### src/rtl/issue_ctrl_pkg.sv
// Shared constants and types for the issue controller: queue depth, special opcodes, FSM states.
package issue_ctrl_pkg;

    localparam int IQ_DEPTH_DEF = 8;

    localparam logic [5:0] OP_HALT    = 6'd38;
    localparam logic [5:0] OP_ILLEGAL = 6'd39;
    localparam logic [5:0] OP_LSB_LO  = 6'd10;
    localparam logic [5:0] OP_LSB_HI  = 6'd17;

    typedef enum logic [1:0] {
        ST_RUN   = 2'd0,
        ST_STALL = 2'd1,
        ST_HALT  = 2'd2
    } state_t;

    typedef struct packed {
        logic [31:0] inst;
        logic [31:0] pc;
    } iq_entry_t;

    function automatic logic is_lsb_op(input logic [5:0] op);
        return (op >= OP_LSB_LO) && (op <= OP_LSB_HI);
    endfunction

endpackage

### src/rtl/issue_ctrl_iq_fifo.sv
// Circular instruction queue; head is combinational from storage, a push is visible one cycle later.
// Caller qualifies push/pop; flush clears pointers and count and wins over a same-cycle push.
module iq_fifo
    import issue_ctrl_pkg::*;
#(
    parameter int DEPTH = IQ_DEPTH_DEF,
    localparam int AW   = $clog2(DEPTH),
    localparam int CW   = AW + 1
) (
    input  logic          clk_in,
    input  logic          rst_in,
    input  logic          i_flush,
    input  logic          i_push,
    input  iq_entry_t     i_push_dat,
    input  logic          i_pop,
    output iq_entry_t     o_head_dat,
    output logic [CW-1:0] o_count
);

    iq_entry_t     r_mem [DEPTH];
    logic [AW-1:0] r_head;
    logic [AW-1:0] r_tail;
    logic [CW-1:0] r_count;

    always_ff @(posedge clk_in) begin
        if (i_push && !i_flush) begin
            r_mem[r_tail] <= i_push_dat;
        end
    end

    // Pointers wrap naturally because DEPTH is a power of two.
    always_ff @(posedge clk_in or negedge rst_in) begin
        if (!rst_in) begin
            r_head  <= '0;
            r_tail  <= '0;
            r_count <= '0;
        end else if (i_flush) begin
            r_head  <= '0;
            r_tail  <= '0;
            r_count <= '0;
        end else begin
            if (i_push) r_tail <= r_tail + AW'(1);
            if (i_pop)  r_head <= r_head + AW'(1);
            case ({i_push, i_pop})
                2'b10:   r_count <= r_count + CW'(1);
                2'b01:   r_count <= r_count - CW'(1);
                default: r_count <= r_count;
            endcase
        end
    end

    assign o_head_dat = r_mem[r_head];
    assign o_count    = r_count;

endmodule

### src/rtl/issue_ctrl.sv
// In-order issue controller: dispatches the queue head in the same cycle the decoder classifies it.
// Stalls on rob/rs/lsb full; terminal HALT on halt or illegal opcode; rdy_in low freezes everything.
module issue_ctrl
    import issue_ctrl_pkg::*;
#(
    parameter int IQ_DEPTH       = IQ_DEPTH_DEF,
    parameter int STALL_CNT_BITS = 32
) (
    input  logic                      clk_in,
    input  logic                      rst_in,
    input  logic                      rdy_in,
    input  logic                      if_valid,
    input  logic [31:0]               if_inst,
    input  logic [31:0]               if_pc,
    output logic                      if_ready,
    output logic [31:0]               dec_inst,
    output logic [31:0]               dec_pc,
    output logic                      dec_valid,
    input  logic [5:0]                op_type,
    input  logic                      rob_full,
    input  logic                      rs_full,
    input  logic                      lsb_full,
    output logic                      issue_fire,
    input  logic                      flush_in,
    output logic                      halted,
    output logic                      illegal,
    output logic [STALL_CNT_BITS-1:0] stall_cnt
);

    localparam int CW = $clog2(IQ_DEPTH) + 1;

    state_t                    r_state;
    state_t                    w_nxt_state;
    logic                      r_ill_flag;
    logic                      w_nxt_ill;
    logic [STALL_CNT_BITS-1:0] r_stall_cnt;
    logic [CW-1:0]             w_count;
    iq_entry_t                 w_head;
    iq_entry_t                 w_push_dat;
    logic                      w_flush;
    logic                      w_push;
    logic                      w_is_ill;
    logic                      w_res_ok;

    assign w_push_dat = '{inst: if_inst, pc: if_pc};
    assign w_flush    = rdy_in && flush_in && (r_state != ST_HALT);
    assign w_push     = rdy_in && if_valid && if_ready && !w_flush;
    assign w_is_ill   = (op_type == OP_ILLEGAL);
    assign w_res_ok   = !rob_full && (is_lsb_op(op_type) ? !lsb_full : !rs_full);
    assign issue_fire = rdy_in && dec_valid && !w_flush && !w_is_ill && w_res_ok;

    iq_fifo #(.DEPTH(IQ_DEPTH)) u_fifo (
        .clk_in     (clk_in),
        .rst_in     (rst_in),
        .i_flush    (w_flush),
        .i_push     (w_push),
        .i_push_dat (w_push_dat),
        .i_pop      (issue_fire),
        .o_head_dat (w_head),
        .o_count    (w_count)
    );

    assign dec_inst = w_head.inst;
    assign dec_pc   = w_head.pc;

    always_ff @(posedge clk_in or negedge rst_in) begin
        if (!rst_in) begin
            r_state    <= ST_RUN;
            r_ill_flag <= 1'b0;
        end else begin
            r_state    <= w_nxt_state;
            r_ill_flag <= w_nxt_ill;
        end
    end

    always_comb begin
        w_nxt_state = r_state;
        w_nxt_ill   = r_ill_flag;
        if (rdy_in && (r_state != ST_HALT)) begin
            if (w_flush) begin
                w_nxt_state = ST_RUN;
            end else if (dec_valid && w_is_ill) begin
                w_nxt_state = ST_HALT;
                w_nxt_ill   = 1'b1;
            end else if (issue_fire && (op_type == OP_HALT)) begin
                w_nxt_state = ST_HALT;
            end else if (issue_fire) begin
                w_nxt_state = ST_RUN;
            end else if (dec_valid) begin
                w_nxt_state = ST_STALL;
            end
        end
    end

    // The head stays visible in STALL so a freed resource can dispatch it that same cycle.
    always_comb begin
        dec_valid = (w_count != '0) && (r_state != ST_HALT);
        if_ready  = rst_in && (w_count != CW'(IQ_DEPTH)) && (r_state != ST_HALT);
        halted    = (r_state == ST_HALT) && !r_ill_flag;
        illegal   = (r_state == ST_HALT) && r_ill_flag;
    end

    always_ff @(posedge clk_in or negedge rst_in) begin
        if (!rst_in) begin
            r_stall_cnt <= '0;
        end else if (rdy_in && dec_valid && !issue_fire && (r_stall_cnt != '1)) begin
            r_stall_cnt <= r_stall_cnt + STALL_CNT_BITS'(1);
        end
    end

    assign stall_cnt = r_stall_cnt;

endmodule

### config.mk
export PLATFORM = sky130hd
export DESIGN_NAME = issue_ctrl
export DESIGN_NICKNAME = d
export VERILOG_FILES = /design/src/rtl/issue_ctrl_pkg.sv /design/src/rtl/issue_ctrl_iq_fifo.sv /design/src/rtl/issue_ctrl.sv
export SDC_FILE = /design/constraint.sdc
export NUM_CORES = 1
export LEC_CHECK = 0
export BUFFER_PORTS_ARGS = -buffer_cell sky130_fd_sc_hd__buf_2
export CORE_ASPECT_RATIO = 0.8
export CORE_MARGIN = 2
export CORE_UTILIZATION = 59
export DETAILED_ROUTE_END_ITERATION = 10
export PLACE_DENSITY = 0.79
export SYNTH_ARGS = -nofsm -noshare
export SYNTH_HDL_FRONTEND = slang
export SYNTH_SLANG_ARGS = --single-unit
### constraint.sdc
create_clock -name clk_in -period 10.95 [get_ports clk_in]
set_input_delay 1.095 -clock clk_in [delete_from_list [all_inputs] [get_ports clk_in]]
set_output_delay 1.095 -clock clk_in [all_outputs]
set_load 0.1 [all_outputs]
==> results of run 1 <==
==> report_power, final <==
part	switching (mW)	leakage (nW)	internal (mW)
Combinational	0.251	2.27	0.0905
Clock	0.741	0.794	0.993
Sequential	0.0229	5.21	2.34
==> critical path, cell delays in order, from the launching register on <==
cell	delay (ns)
dfrtp_4	0.87
buf_4	0.90
mux4_2	0.61
mux2_2	0.31
buf_2	0.30
==> path summary, 6_finish.rpt <==
kind	endpoint	slack (ns)
min in group asynchronous	stall_cnt[26]$_DFFE_PN0P_	0.60
worst min-delay path	r_ill_flag$_DFFE_PN0P_	0.48
worst min register to register	r_ill_flag$_DFFE_PN0P_	0.48
worst max-delay path	dec_inst[6]	6.21
max in group asynchronous	u_fifo.r_head[0]$_DFFE_PN0P_	9.90
worst max register to register	u_fifo.o_count[3]$_DFFE_PN0P_	7.85
==> cell usage after synthesis, types with 3 or more instances <==
master    count  area share
clkbuf_1     22      0.0038
and4_1        5      0.0020
mux2_2       64       0.033
nand2_1      15      0.0026
a21o_1        3      0.0010
and2_1        6      0.0017
nor4_2        3      0.0017
buf_2        14      0.0032
xor2_1       14      0.0057
nand3_1      11      0.0025
mux4_2      128        0.13
nor3_1       10      0.0023
a21oi_1       4     0.00092
nor2_1       17      0.0029
nand3_2       4      0.0018
and3_1        6      0.0017
nand2b_1      4      0.0012
dfrtp_1      45       0.052
nor3b_1       5      0.0017
inv_1         3     0.00052
xnor2_1      24      0.0097
ha_1          6      0.0035
mux2i_1       4      0.0018
nand3b_1      3      0.0010
nand4_1      13      0.0038
edfxtp_1    512        0.71
buf_1         4     0.00069
nand4_2       4      0.0023
==> state kept, by name, indices dropped and copies added, names as in the netlist <==
register	flops
u_fifo.r_head	3
u_fifo.o_count	4
u_fifo.r_tail	3
u_fifo.r_mem	512
stall_cnt	32
r_state	2
r_ill_flag	1
==> cell type report <==
type / count / area share
Tap cell: 480 / 0.0242
Sequential cell: 557 / 0.666
Timing Repair Buffer: 194 / 0.0408
Antenna cell: 2 / 0.000202
Inverter: 3 / 0.000454
Clock buffer: 63 / 0.0542
Multi-Input combinational cell: 375 / 0.202
Clock inverter: 30 / 0.0121
==> layer usage <==
| metal | track usage | up-vias | share of wire | routed length, µm |
|---|---|---|---|---|
| li1 | - | 4475 | - | - |
| met1 | 0.323 | 5402 | 0.44 | 17700 |
| met2 | 0.339 | 299 | 0.49 | 19600 |
| met3 | 0.0397 | 58 | 0.060 | 2410 |
| met4 | 0.0505 | 4 | 0.016 | 645 |
| met5 | 0 | - | 0.00067 | 27 |
==> metrics by stage <==
step	hold slack, ns	instances	instance area [µm²]
final	0.479	1704	24800
after global routing	0.512	1702	24800
after CTS	0.487	1702	24800
after detailed placement	0.472	1609	23100
after global placement	0.454	1609	23100
after floorplan	0.437	979	21700
==> cell families (layout without fill, tap and decap cells) <==
logic type | after synthesis | in the layout | share of synthesized area
XOR/XNOR | 38 | 38 | 0.0154
AND/OR/NAND/NOR | 117 | 117 | 0.0351
AO/OA/AOI/OAI | 16 | 16 | 0.00531
flip-flops | 557 | 557 | 0.761
buffers and inverters | 47 | 290 | 0.00999
adder cells (fa/ha/maj) | 7 | 7 | 0.00439
multiplexers | 197 | 197 | 0.169
other | 0 | 2 | 0
==> metrics, run 1 <==
Syn Inst Count=just under 1,000; Cell Area, Synth=roughly 22,000 µm²; final wirelength=~40,000 µm; f_max=around 210 MHz; CTS resizes=0; first-pass iteration count of the detailed router=5; Final Net Count=about 1,300; CTS tree=done; worst relative slew slack=0.221; RSZ-0062 raised after global routing=false; Placeable Area=roughly 36,000 µm²; DR WL/cell=~24 µm; io pins=179; Hold Path Origin=r_ill_flag$_DFFE_PN0P_; # DRC=0; gpl congestion=approximately 0.76; VDD IR-drop max=between 0.15 and 0.2 mV; Yosys cell types=46; max-cap violations=0; pin count of the biggest net entering global routing=74; port buffer count=between 150 and 200; hold crit path type=flop to flop; total number of vias=a little over 10,000; first-pass GRT wire length=approximately 62,000 µm; worst hold path depth=2; fin crit share=0.433; initial antenna violation count=4; Final Util=0.687; total CTS buffers=52; Final Total Pwr=between 4 and 5 mW; combined area of the multi-input logic cells=roughly 5000 µm²; DP Wirelength=21,600 µm; FF+latch count, synth=around 560; nature of the critical path endpoint=primary output; gr usage total=0.216; die height=between 150 and 200 µm; DP Worst Slack=between 6 and 7 ns; antenna-violating nets left=0; Yosys Warn Count=0; P&R area growth vs syn=14.4%; number of synthesized flops with an enable pin=between 500 and 600; commonest non-fill, non-tap cells in the layout=edfxtp_1 (512), buf_2 (178), mux4_2 (128), mux2_2 (64), clkbuf_16 (52); Final Hold Viols=0; final worst slack=6.21 ns; Critical R2R Launch=u_fifo.o_count[1]$_DFFE_PN0P_; row cnt=62; final setup violation count=0; most common cell after layout, fill and taps aside=edfxtp_1; Worst-path clk slew=about 0.060 ns; post-route clock skew=between 0.015 and 0.02 ns; fraction of registers with async set or reset after synthesis=0.0808; Worst Path Required=just under 10 ns; # hold bufs at CTS=0; Reg2Reg Depth=11; Die Area=38,300 µm²; Max Slew Vio Count=0; die width=roughly 220 µm; H-tree Lvls=2; Synth Flop Type=edfxtp_1; CP Max Fanout=52; Sequential Area=approximately 17,000 µm²; number of global-route vias before repair=10,590; crit path time final=4.74 ns; post-synthesis net count=about 1,100; register area share after synthesis=0.761; post-route setup TNS=0 ns; Vias/cell=6.01; Lkg Pwr=8.28 nW; crit start category=flop; post-CTS setup buffers=0; crit path launch=u_fifo.r_head[0]$_DFFE_PN0P_; status=completed; Clk Latency, worst-skew pair=~0.58 ns; Worst Max-Slew Pin Slew=~1.2 ns; Initial Util=0.601; layout cell share with drive strength beyond 1=0.395; clk sinks=~560; layout filler cell count=roughly 2,300; Crit path arrival time=about 3.7 ns; clock root buffer=clkbuf_16; PwrDens=roughly 180 nW/µm²; DRT iter0 DRCs=922; gr ovfl total=0; crit path kind=flop to primary output; Syn Area/Cell=approximately 22 µm²; Longest Clk Path Bufs=3
No activity file was read; power rests on OpenSTA's default activity.
==> run 2, diff against run 1 <==
Settings changed: ABC_AREA set to 1, CORE_UTILIZATION 59 to 54, PLACE_DENSITY 0.79 to 0.76.
Clock period 10.95 ns to 3.9 ns, I/O delays scaled along.
==> run 2 against run 1 <==
Against the previous run: first-iteration DRC count grew 76%; clock skew is essentially flat; synthesized area grew 5.9%; highest routed layer unchanged.
==> metrics, run 2 <==
Die Area=44,200 µm² (+15%); nature of the critical path endpoint=primary output; busiest grt layer=met2; # DRC=0 (unchanged); initial antenna violation count=8 (+4); instance count on the critical path=7 (+3); CP max-delay cell=dfrtp_4; critical-path cell list=inv_6 -> buf_4 -> nor2_1 -> o32ai_1 -> nand2_1 -> nand2_1 -> buf_2; RR Endpoint=u_fifo.r_mem[5][39]$_DFFE_PP_; P&R area growth vs syn=14.3% (about the same); antenna-violating nets left=0 (unchanged); layout cell share with drive strength beyond 1=0.146 (-0.249); first-pass iteration count of the detailed router=8 (+3); crit path kind=flop to primary output; PwrDens=548 nW/µm² (+210%); Longest Clk Path Bufs=3 (unchanged); VDD IR-drop max=0.356 mV (+130%); max-cap violations=0 (unchanged); row cnt=67 (+8.1%); Synth Flop Type=edfxtp_1; most common cell after layout, fill and taps aside=edfxtp_1; pin count of the biggest net entering global routing=101 (+36%); commonest non-fill, non-tap cells in the layout=edfxtp_1 (512), nor2_1 (446), nand2_1 (395), buf_2 (178), o21ai_0 (136); top cell type's share of synthesized area=0.670 (-0.0393); number of global-route vias before repair=14,767 (+39%); Yosys Warn Count=0 (unchanged); f_max=between 200 and 300 MHz; hold crit path type=input pin to flop; die height=188 µm (+7.4%); DRT iter0 DRCs=1,625 (+76%); fin crit share=0.917; Max Slew Vio Count=0 (unchanged); Critical R2R Launch=r_state[0]$_DFFE_PN0P_; fraction of registers with async set or reset after synthesis=0.0808 (unchanged); Clk Latency, worst-skew pair=0.58 ns (about the same); total number of vias=15,480 (+51%); Worst Max-Slew Pin Slew=1.03 ns (-0.137 ns); met1 usage=0.330 (+0.00664); ranking of synthesized cells by area=edfxtp_1 (67%), nor2_1 (7.4%), nand2_1 (6.5%), dfrtp_1 (4.9%), o32ai_1 (4.9%); Syn Area/Cell=12.0 µm² (-46%); CTS tree=done; post-CTS setup buffers=0 (unchanged); total CTS buffers=52 (unchanged); most numerous cell on the critical path=nand2_1; register area share after synthesis=0.719 (-0.0421); met2 GRT Util=0.379 (+0.0398); layout filler cell count=3,121 (+38%); CP top delay family=buffers and inverters; Lkg Pwr=9.48 nW (+15%); io pins=179 (unchanged); Initial Util=0.547 (-0.0535); post-synthesis net count=2,005 (+88%); Worst-path clk slew=0.06 ns (about the same); Worst Path Required=3.51 ns (-6.35 ns); Final Total Pwr=14.4 mW (+220%); RSZ-0062 raised after global routing=false; Final Instance Area=26,200 µm² (+5.8%); Final Net Count=2,158 (+70%); Final Hold Viols=0 (unchanged); Buf/Inv on CP=3 (+1); clk sinks=557 (unchanged); final setup violation count=0 (unchanged); Slowest Stage Delay on Critical Path=0.75 ns (-0.15 ns); Crit path arrival time=3.19 ns (-0.46 ns); most flop-heavy register=u_fifo.r_mem; worst relative slew slack=0.312 (+0.0911); number of synthesized flops with an enable pin=512 (unchanged); max FFs per register=512 (unchanged); FF+latch count, synth=557 (unchanged); placed instance area=24,600 µm² (+6.2%); gr usage total=0.235 (+0.0193); crit start category=flop; Hold Path Origin=if_inst[27]; Final Util=0.625 (-0.0616); CTS resizes=0 (unchanged); post-route clock skew=0.0170 ns (+0.0000559 ns); H-tree Lvls=2 (unchanged); gr ovfl total=0 (unchanged); Placeable Area=41,900 µm² (+16%); die width=234 µm (+7.4%); Syn Inst Count=1,920 (+96%); final wirelength=52,600 µm (+30%); gpl congestion=0.936 (+24%); DR WL/cell=19.7 µm (-17%); Vias/cell=5.81 (-3.3%); port buffer count=178 (unchanged); Yosys cell types=29 (-37%); crit path launch=u_fifo.r_head[0]$_DFFE_PN0P_; crit path time final=3.58 ns; status=completed; DP Wirelength=28,600 µm (+32%); CP endpoint=dec_pc[15]; flop2flop setup slack=1.18 ns (-6.67 ns); first-pass GRT wire length=80,900 µm (+30%); leading area contributor after synthesis=edfxtp_1; Reg2Reg Depth=8 (-3); grt met3 use=0.0443 (+0.00469); CP Max Fanout=64 (+23%); clock root buffer=clkbuf_16; Commonest cells post-synth=edfxtp_1 (512), nor2_1 (452), nand2_1 (395), o21ai_0 (136), o32ai_1 (128); most common cell in the synthesized netlist=edfxtp_1; Cell Area, Synth=22,900 µm² (+5.9%); # hold bufs at CTS=1 (+1)
==> run 2: changes by cell type in the layout (fill, tap and decap cells not counted), sizes merged, moves of 15 or more <==
cell and delta:
buf +15, inv +25, mux2 -65, mux4 -128, nand2 +383, nand4 +18, nor2 +439, o21ai +135
o32ai +128
==> run 2: where the power goes <==
| group | internal [mW] | switching (mW) | total, mW |
|---|---|---|---|
| clock network | 2.78 | 2.11 | 4.90 |
| logic | 0.521 | 2.22 | 2.75 |
| registers | 6.61 | 0.117 | 6.72 |
| total | 9.91 | 4.45 | 14.4 |
==> run 2: cell type report <==
cell class / count / area [µm²] / share of cell area
diodes: 3 / 7.51 / 0.000286
clock buffers: 65 / 1390 / 0.0531
clock inverters: 26 / 239 / 0.00912
inverters: 31 / 121 / 0.00463
multi-input cells: 1221 / 5850 / 0.223
flip-flops and latches: 557 / 16500 / 0.630
well taps: 552 / 691 / 0.0263
repair buffers: 210 / 1410 / 0.0537
==> run 2: worst min path at each step <==
stage,slack [ns],to,cells past startpoint
finish,0.08,u_fifo.r_mem[5][59]$_DFFE_PP_,1
global route,0.08,u_fifo.r_mem[6][42]$_DFFE_PP_,1
CTS,0.06,u_fifo.r_mem[3][36]$_DFFE_PP_,1
detailed placement,0.47,r_ill_flag$_DFFE_PN0P_,2
global placement,0.46,r_ill_flag$_DFFE_PN0P_,2
floorplan,0.09,r_ill_flag$_DFFE_PN0P_,0
==> run 2: stage by stage <==
step	setup TNS, ns	setup WS (ns)	hold slack [ns]	std cells
after detailed placement	0	0.896	0.470	2570
after CTS	0	0.288	0.0566	2662
after global routing	0	0.159	0.0777	2664
after floorplan	-484.91	-1.01	0.0944	1920
final	0	0.324	0.0787	2665
after global placement	0	0.972	0.464	2570
==> run 2: routing by layer <==
metal,vias to the layer above,share of wire
met1,7592,0.42
li1,7164,-
met4,12,0.022
met5,-,0.0014
met2,613,0.48
met3,99,0.072
==> run 2: kinds of logic after synthesis <==
logic type / share of synthesized area
buf+inv: 0.0290
fa+ha+maj: 0.00414
flops: 0.719
compound gates: 0.0806
xor+xnor: 0.00611
simple gates: 0.161
